$ cat src/rtl/lbm_moment_accum.sv
// D2Q9 moment accumulator: serially sums nine f_i into density (rho) and x-momentum (jx).
// Define LBM_MOMENT_SAT_EN for saturating arithmetic with a sticky overflow flag.
module lbm_moment_accum #(
    parameter int DW = 64,
    parameter int NQ = 9
) (
    input  logic             Clk,
    input  logic             Reset,
    input  logic [DW*NQ-1:0] Cx_In,
    input  logic [DW-1:0]    F_In,
    input  logic             F_Valid,
    output logic             F_Ready,
    output logic [DW-1:0]    Rho_Out,
    output logic [DW-1:0]    Jx_Out,
    output logic             Out_Valid,
    input  logic             Out_Ready,
    output logic             Ovf_Out
);
    localparam int IW = $clog2(NQ);
    localparam logic [DW-1:0] SMAX = {1'b0, {(DW-1){1'b1}}};
    localparam logic [DW-1:0] SMIN = {1'b1, {(DW-1){1'b0}}};

    typedef enum logic {ACC, OUT} state_t;

    state_t          state, state_nxt;
    logic [IW-1:0]   idx;
    logic [DW-1:0]   rho, jx;
    logic            ovf;
    logic            beat, last;
    logic [DW-1:0]   lane;
    logic [DW:0]     rho_step, jx_step;
    logic            cx_zero, cx_neg;

    // Returns {overflow, result}; overflow only reported when saturation is enabled.
    function automatic logic [DW:0] addsub(input logic [DW-1:0] a, input logic [DW-1:0] b,
                                           input logic sub);
        logic [DW-1:0] s;
        logic          o;
        s = sub ? a - b : a + b;
        o = (sub ? (a[DW-1] != b[DW-1]) : (a[DW-1] == b[DW-1])) && (s[DW-1] != a[DW-1]);
`ifdef LBM_MOMENT_SAT_EN
        if (o) s = a[DW-1] ? SMIN : SMAX;
`else
        o = 1'b0;
`endif
        return {o, s};
    endfunction

    always_comb begin
        lane = '0;
        for (int k = 0; k < NQ; k++)
            if (idx == IW'(k)) lane = Cx_In[DW*(NQ-k)-1 -: DW];
    end

    assign cx_zero = (lane == '0);
    assign cx_neg  = lane[DW-1];
    assign beat    = F_Valid && F_Ready;
    assign last    = (idx == IW'(NQ-1));

    // First beat of a node starts from zero so stale sums never leak forward.
    always_comb begin
        rho_step = addsub((idx == '0) ? '0 : rho, F_In, 1'b0);
        jx_step  = addsub((idx == '0) ? '0 : jx, F_In, cx_neg);
        if (cx_zero) jx_step = {1'b0, (idx == '0) ? '0 : jx};
    end

    always_ff @(posedge Clk) begin
        if (!Reset) state <= ACC;
        else        state <= state_nxt;
    end

    always_comb begin
        state_nxt = state;
        F_Ready   = 1'b0;
        Out_Valid = 1'b0;
        case (state)
            ACC: begin
                F_Ready = 1'b1;
                if (beat && last) state_nxt = OUT;
            end
            OUT: begin
                Out_Valid = 1'b1;
                if (Out_Ready) state_nxt = ACC;
            end
            default: state_nxt = ACC;
        endcase
    end

    always_ff @(posedge Clk) begin
        if (!Reset) begin
            idx <= '0;
            rho <= '0;
            jx  <= '0;
            ovf <= 1'b0;
        end else if (beat) begin
            idx <= last ? '0 : idx + 1'b1;
            rho <= rho_step[DW-1:0];
            jx  <= jx_step[DW-1:0];
            ovf <= ((idx == '0) ? 1'b0 : ovf) | rho_step[DW] | jx_step[DW];
        end
    end

    assign Rho_Out = rho;
    assign Jx_Out  = jx;
    assign Ovf_Out = ovf;
endmodule

$ cat config.mk
export PLATFORM = sky130hd
export DESIGN_NAME = lbm_moment_accum
export DESIGN_NICKNAME = d
export VERILOG_FILES = /design/src/rtl/lbm_moment_accum.sv
export SDC_FILE = /design/constraint.sdc
export NUM_CORES = 1
export LEC_CHECK = 0
export ABC_AREA = 1
export CAP_MARGIN = 0
export CORE_AREA = 2 2 298 300
export CTS_CLUSTER_DIAMETER = 150
export DETAILED_ROUTE_END_ITERATION = 12
export DIE_AREA = 0 0 300 302
export SLEW_MARGIN = 20
export SYNTH_ARGS = -nofsm -noshare
export SYNTH_HDL_FRONTEND = slang
export SYNTH_SLANG_ARGS = --single-unit
$ cat constraint.sdc
create_clock -name Clk -period 6.92 [get_ports Clk]
set_input_delay 1.384 -clock Clk [delete_from_list [all_inputs] [get_ports Clk]]
set_output_delay 1.384 -clock Clk [all_outputs]
set_load 0.1 [all_outputs]
==> run_results.csv <==
group,metric,value,unit
timing,finalSetupTns,0,ns
power_and_ir_drop,power.density,193.4,nW/um^2
timing,max_slew_margin,23.62,%
final_layout,drive_above_1_share,2.488,%
die,die_w,300,um
drt,detail-route-antenna-nets,0,
synthesis,synth-xor-area-share,7.363,%
drt,vias,26853,
min_path,worstHoldPathCells,2,
synthesis,synth.distinct_cells,53,
grt,grt_pass1_wl,167400,um
power_and_ir_drop,power,5.760,mW
cts,clkSinkCount,133,
setup_path,crit_type,"in -> reg",
final_layout,utilization,34.02,%
synthesis,yosys.area_share.simple,36.98,%
synthesis,yosysSeqAreaShare,13.17,%
synthesis,synthAdderAreaFrac,8.303,%
cts,cts_resized,0,
grt,grt_pass1_vias,25704,
synthesis,synthMuxAreaShare,0,%
synthesis,syn-num-nets,4480,
die,start_util,23.10,%
setup_path,ff2ff_path_depth,29,
timing,skew,0.01656,ns
synthesis,synth_area_leaders,"nand2_1, dfxtp_1, nor2_1",
timing,rsz0062_at_grt,"no",
timing,final-hold-violation-count,0,
timing,fmax,0.1627,GHz
synthesis,synth_top_area_cell,"nand2_1",
placed_design,place_congestion,1.007,
grt,grt_max_degree,102,
cts,cts_tree,"yes",
timing,drv_slew,0,
synthesis,synth_top_family_by_area,"simple AND/OR/NAND/NOR gates",
synthesis,synthFlopType,"dfxtp_1",
cts,cts_max_path_buffers,2,
die,num_rows,109,
timing,timing.hold.ws,0.4787,ns
cts,cts-hold-fix-buffers,0,
cts,cts_buffers,17,
cts,cts_root_buf,"clkbuf_16",
die,die_y,302,um
setup_path,crit_arrival,6.55,ns
die,ios,775,
run_status,status,"finished, final reports clean",
die,dieArea,90600,sq um
drt,routed_wl,119300,um
synthesis,synth_warnings,0,
die,core_area,87560,sq um
synthesis,synth_area,20220,sq um
final_layout,seqCellArea,2663,sq um
synthesis,syn_area_per_cell,5.461,sq um
placed_design,dpl_cell_area,29150,sq um
cts,cts_htree_levels,4,
cts,clkSlewWorstSetupHoldPaths,0.06,ns
synthesis,synth_top_area_share,15.41,%
grt,antenna_found_initial,22,
synthesis,async_flop_share,0,%
synthesis,synth-edff-count,0,
placed_design,dpl.hpwl,101800,um
power_and_ir_drop,vdd_drop_max,0.1947,mV
final_layout,multi_input_area,15010,sq um
final_layout,nets,5186,
synthesis,synth_compound_area_share,21.36,%
drt,wire_per_inst,21.33,um
timing,period_share,88.83,%
drt,drt_iter0_markers,2015,
setup_path,cp_max_fo,5,
cts,clk-insertion-delay-late,0.52,ns
timing,setup-violations-final,0,
setup_path,cp-end-kind,"flop",
setup_path,start_kind,"input pin",
power_and_ir_drop,power.leakage,13.80,nW
min_path,hp-class,"reg -> reg",
final_layout,fillCellCount,9791,
synthesis,synth_seq_cells,133,
grt,grt_usage,25.08,%
synthesis,syn_inst,3703,
timing,tightest_slew,1.142,ns
timing,fin_crit,6.147,ns
cts,cts_setup_buffers,0,
setup_path,cp.required,7.32,ns
drt,drc,0,
final_layout,fin_area,29790,sq um
final_layout,area_growth,47.31,%
flow_run,drv_cap,0,
drt,drtPass1Iterations,6,
placed_design,io_buffers,773,
drt,viasPerCell,4.800,
grt,grt-ovfl-total,0,
==> cells in the final DEF, fill, tap and decap left out, types with 7 or more instances in the layout <==
cell type / count
a21boi_0: 10
a21o_1: 15
a21oi_1: 326
a31oi_1: 51
buf_4: 42
clkbuf_16: 17
clkdlybuf4s50_1: 772
dfxtp_1: 133
diode_2: 8
ha_1: 131
inv_1: 509
inv_2: 12
nand2_1: 829
nand3_1: 173
nand4_1: 36
nor2_1: 656
nor3_1: 43
nor4_1: 54
o211ai_1: 11
o21a_1: 20
o21ai_0: 249
o21ai_1: 38
o21bai_1: 11
o31ai_1: 27
o41ai_1: 7
xnor2_1: 64
xor2_1: 106
==> synth_stat cells, drive strengths merged (12+ instances only) <==
| master | count |
|---|---|
| clkbuf | 69 |
| o21a | 20 |
| nand3 | 173 |
| inv | 523 |
| o21ai | 287 |
| a21o | 15 |
| a21oi | 326 |
| nand2 | 836 |
| o31ai | 27 |
| ha | 131 |
| buf | 59 |
| dfxtp | 133 |
| xnor2 | 64 |
| xor2 | 106 |
| a31oi | 51 |
| nor4 | 55 |
| nor3 | 43 |
| or2 | 12 |
| nor2 | 663 |
| nand4 | 36 |
==> cell type report <==
type                    count  area share (%)
diodes                      8         0.06720
clock buffers              18           1.474
clock inverters            13          0.6090
inverters                 525           6.628
multi-input cells        2917           50.37
flip-flops and latches    133           8.938
well taps                1165           4.893
repair buffers            815           27.02
==> logic make-up (layout without fill, tap and decap cells) <==
group / Yosys count / after routing
compound gates: 785 / 785
xor+xnor: 170 / 170
fa+ha+maj: 133 / 133
buf+inv: 653 / 1371
flops: 133 / 133
other cells: 1 / 9
simple gates: 1828 / 1828
==> where the power goes <==
group / leakage [nW] / internal, mW / total, mW / switching [mW]
combinational: 12.4 / 1.24 / 3.77 / 2.53
clock: 0.302 / 0.607 / 1.03 / 0.423
sequential: 1.10 / 0.870 / 0.956 / 0.0866
total: 13.8 / 2.72 / 5.76 / 3.04
==> sequential cells by signal, summed over array words and instances, names as in the netlist <==
| signal | cells |
|---|---|
| idx | 4 |
| Rho_Out | 64 |
| Jx_Out | 64 |
| state | 1 |
==> layer usage <==
| layer | up-vias | share of wire [%] | global-route usage [%] |
|---|---|---|---|
| li1 | 13465 | - | - |
| met1 | 12107 | 37 | 27.23 |
| met2 | 1061 | 51 | 46.52 |
| met3 | 204 | 7.2 | 5.387 |
| met4 | 16 | 4.4 | 11.19 |
| met5 | - | 0.077 | 0 |
==> stage by stage <==
step                instances  worst slack [ns]
finish                   5594            0.7731
floorplan                3703             1.958
detailed placement       5555            0.3767
global route             5593            0.4704
global placement         5555            0.3057
CTS                      5586            0.9001
==> critical path: stages <==
cell	delay [ns]
clkdlybuf4s50_1	0.61
nor4_1	0.79
inv_1	0.09
nor3_1	0.22
buf_4	0.15
nand4_1	0.18
nor3_1	0.31
a41oi_1	0.27
xor2_1	0.21
ha_1	0.48
nand2_1	0.16
nor2_1	0.14
inv_1	0.09
nor2_1	0.17
nand2_1	0.12
o41ai_1	0.72
xnor2_1	0.20
nor2_1	0.06
nor2_1	0.14
nor2_1	0.04
==> path summary, 6_finish.rpt <==
check / endpoint / slack, ns / from
max: Jx_Out[56]$_SDFFE_PN0P_ / 0.77 / F_In[18]
min: Rho_Out[0]$_SDFFE_PN0P_ / 0.48 / Rho_Out[0]$_SDFFE_PN0P_
max reg2reg: Jx_Out[56]$_SDFFE_PN0P_ / 0.96 / idx[0]$_SDFFE_PN0P_
min reg2reg: Rho_Out[0]$_SDFFE_PN0P_ / 0.48 / Rho_Out[0]$_SDFFE_PN0P_
Note: power is estimated with default switching activity, not from simulation.
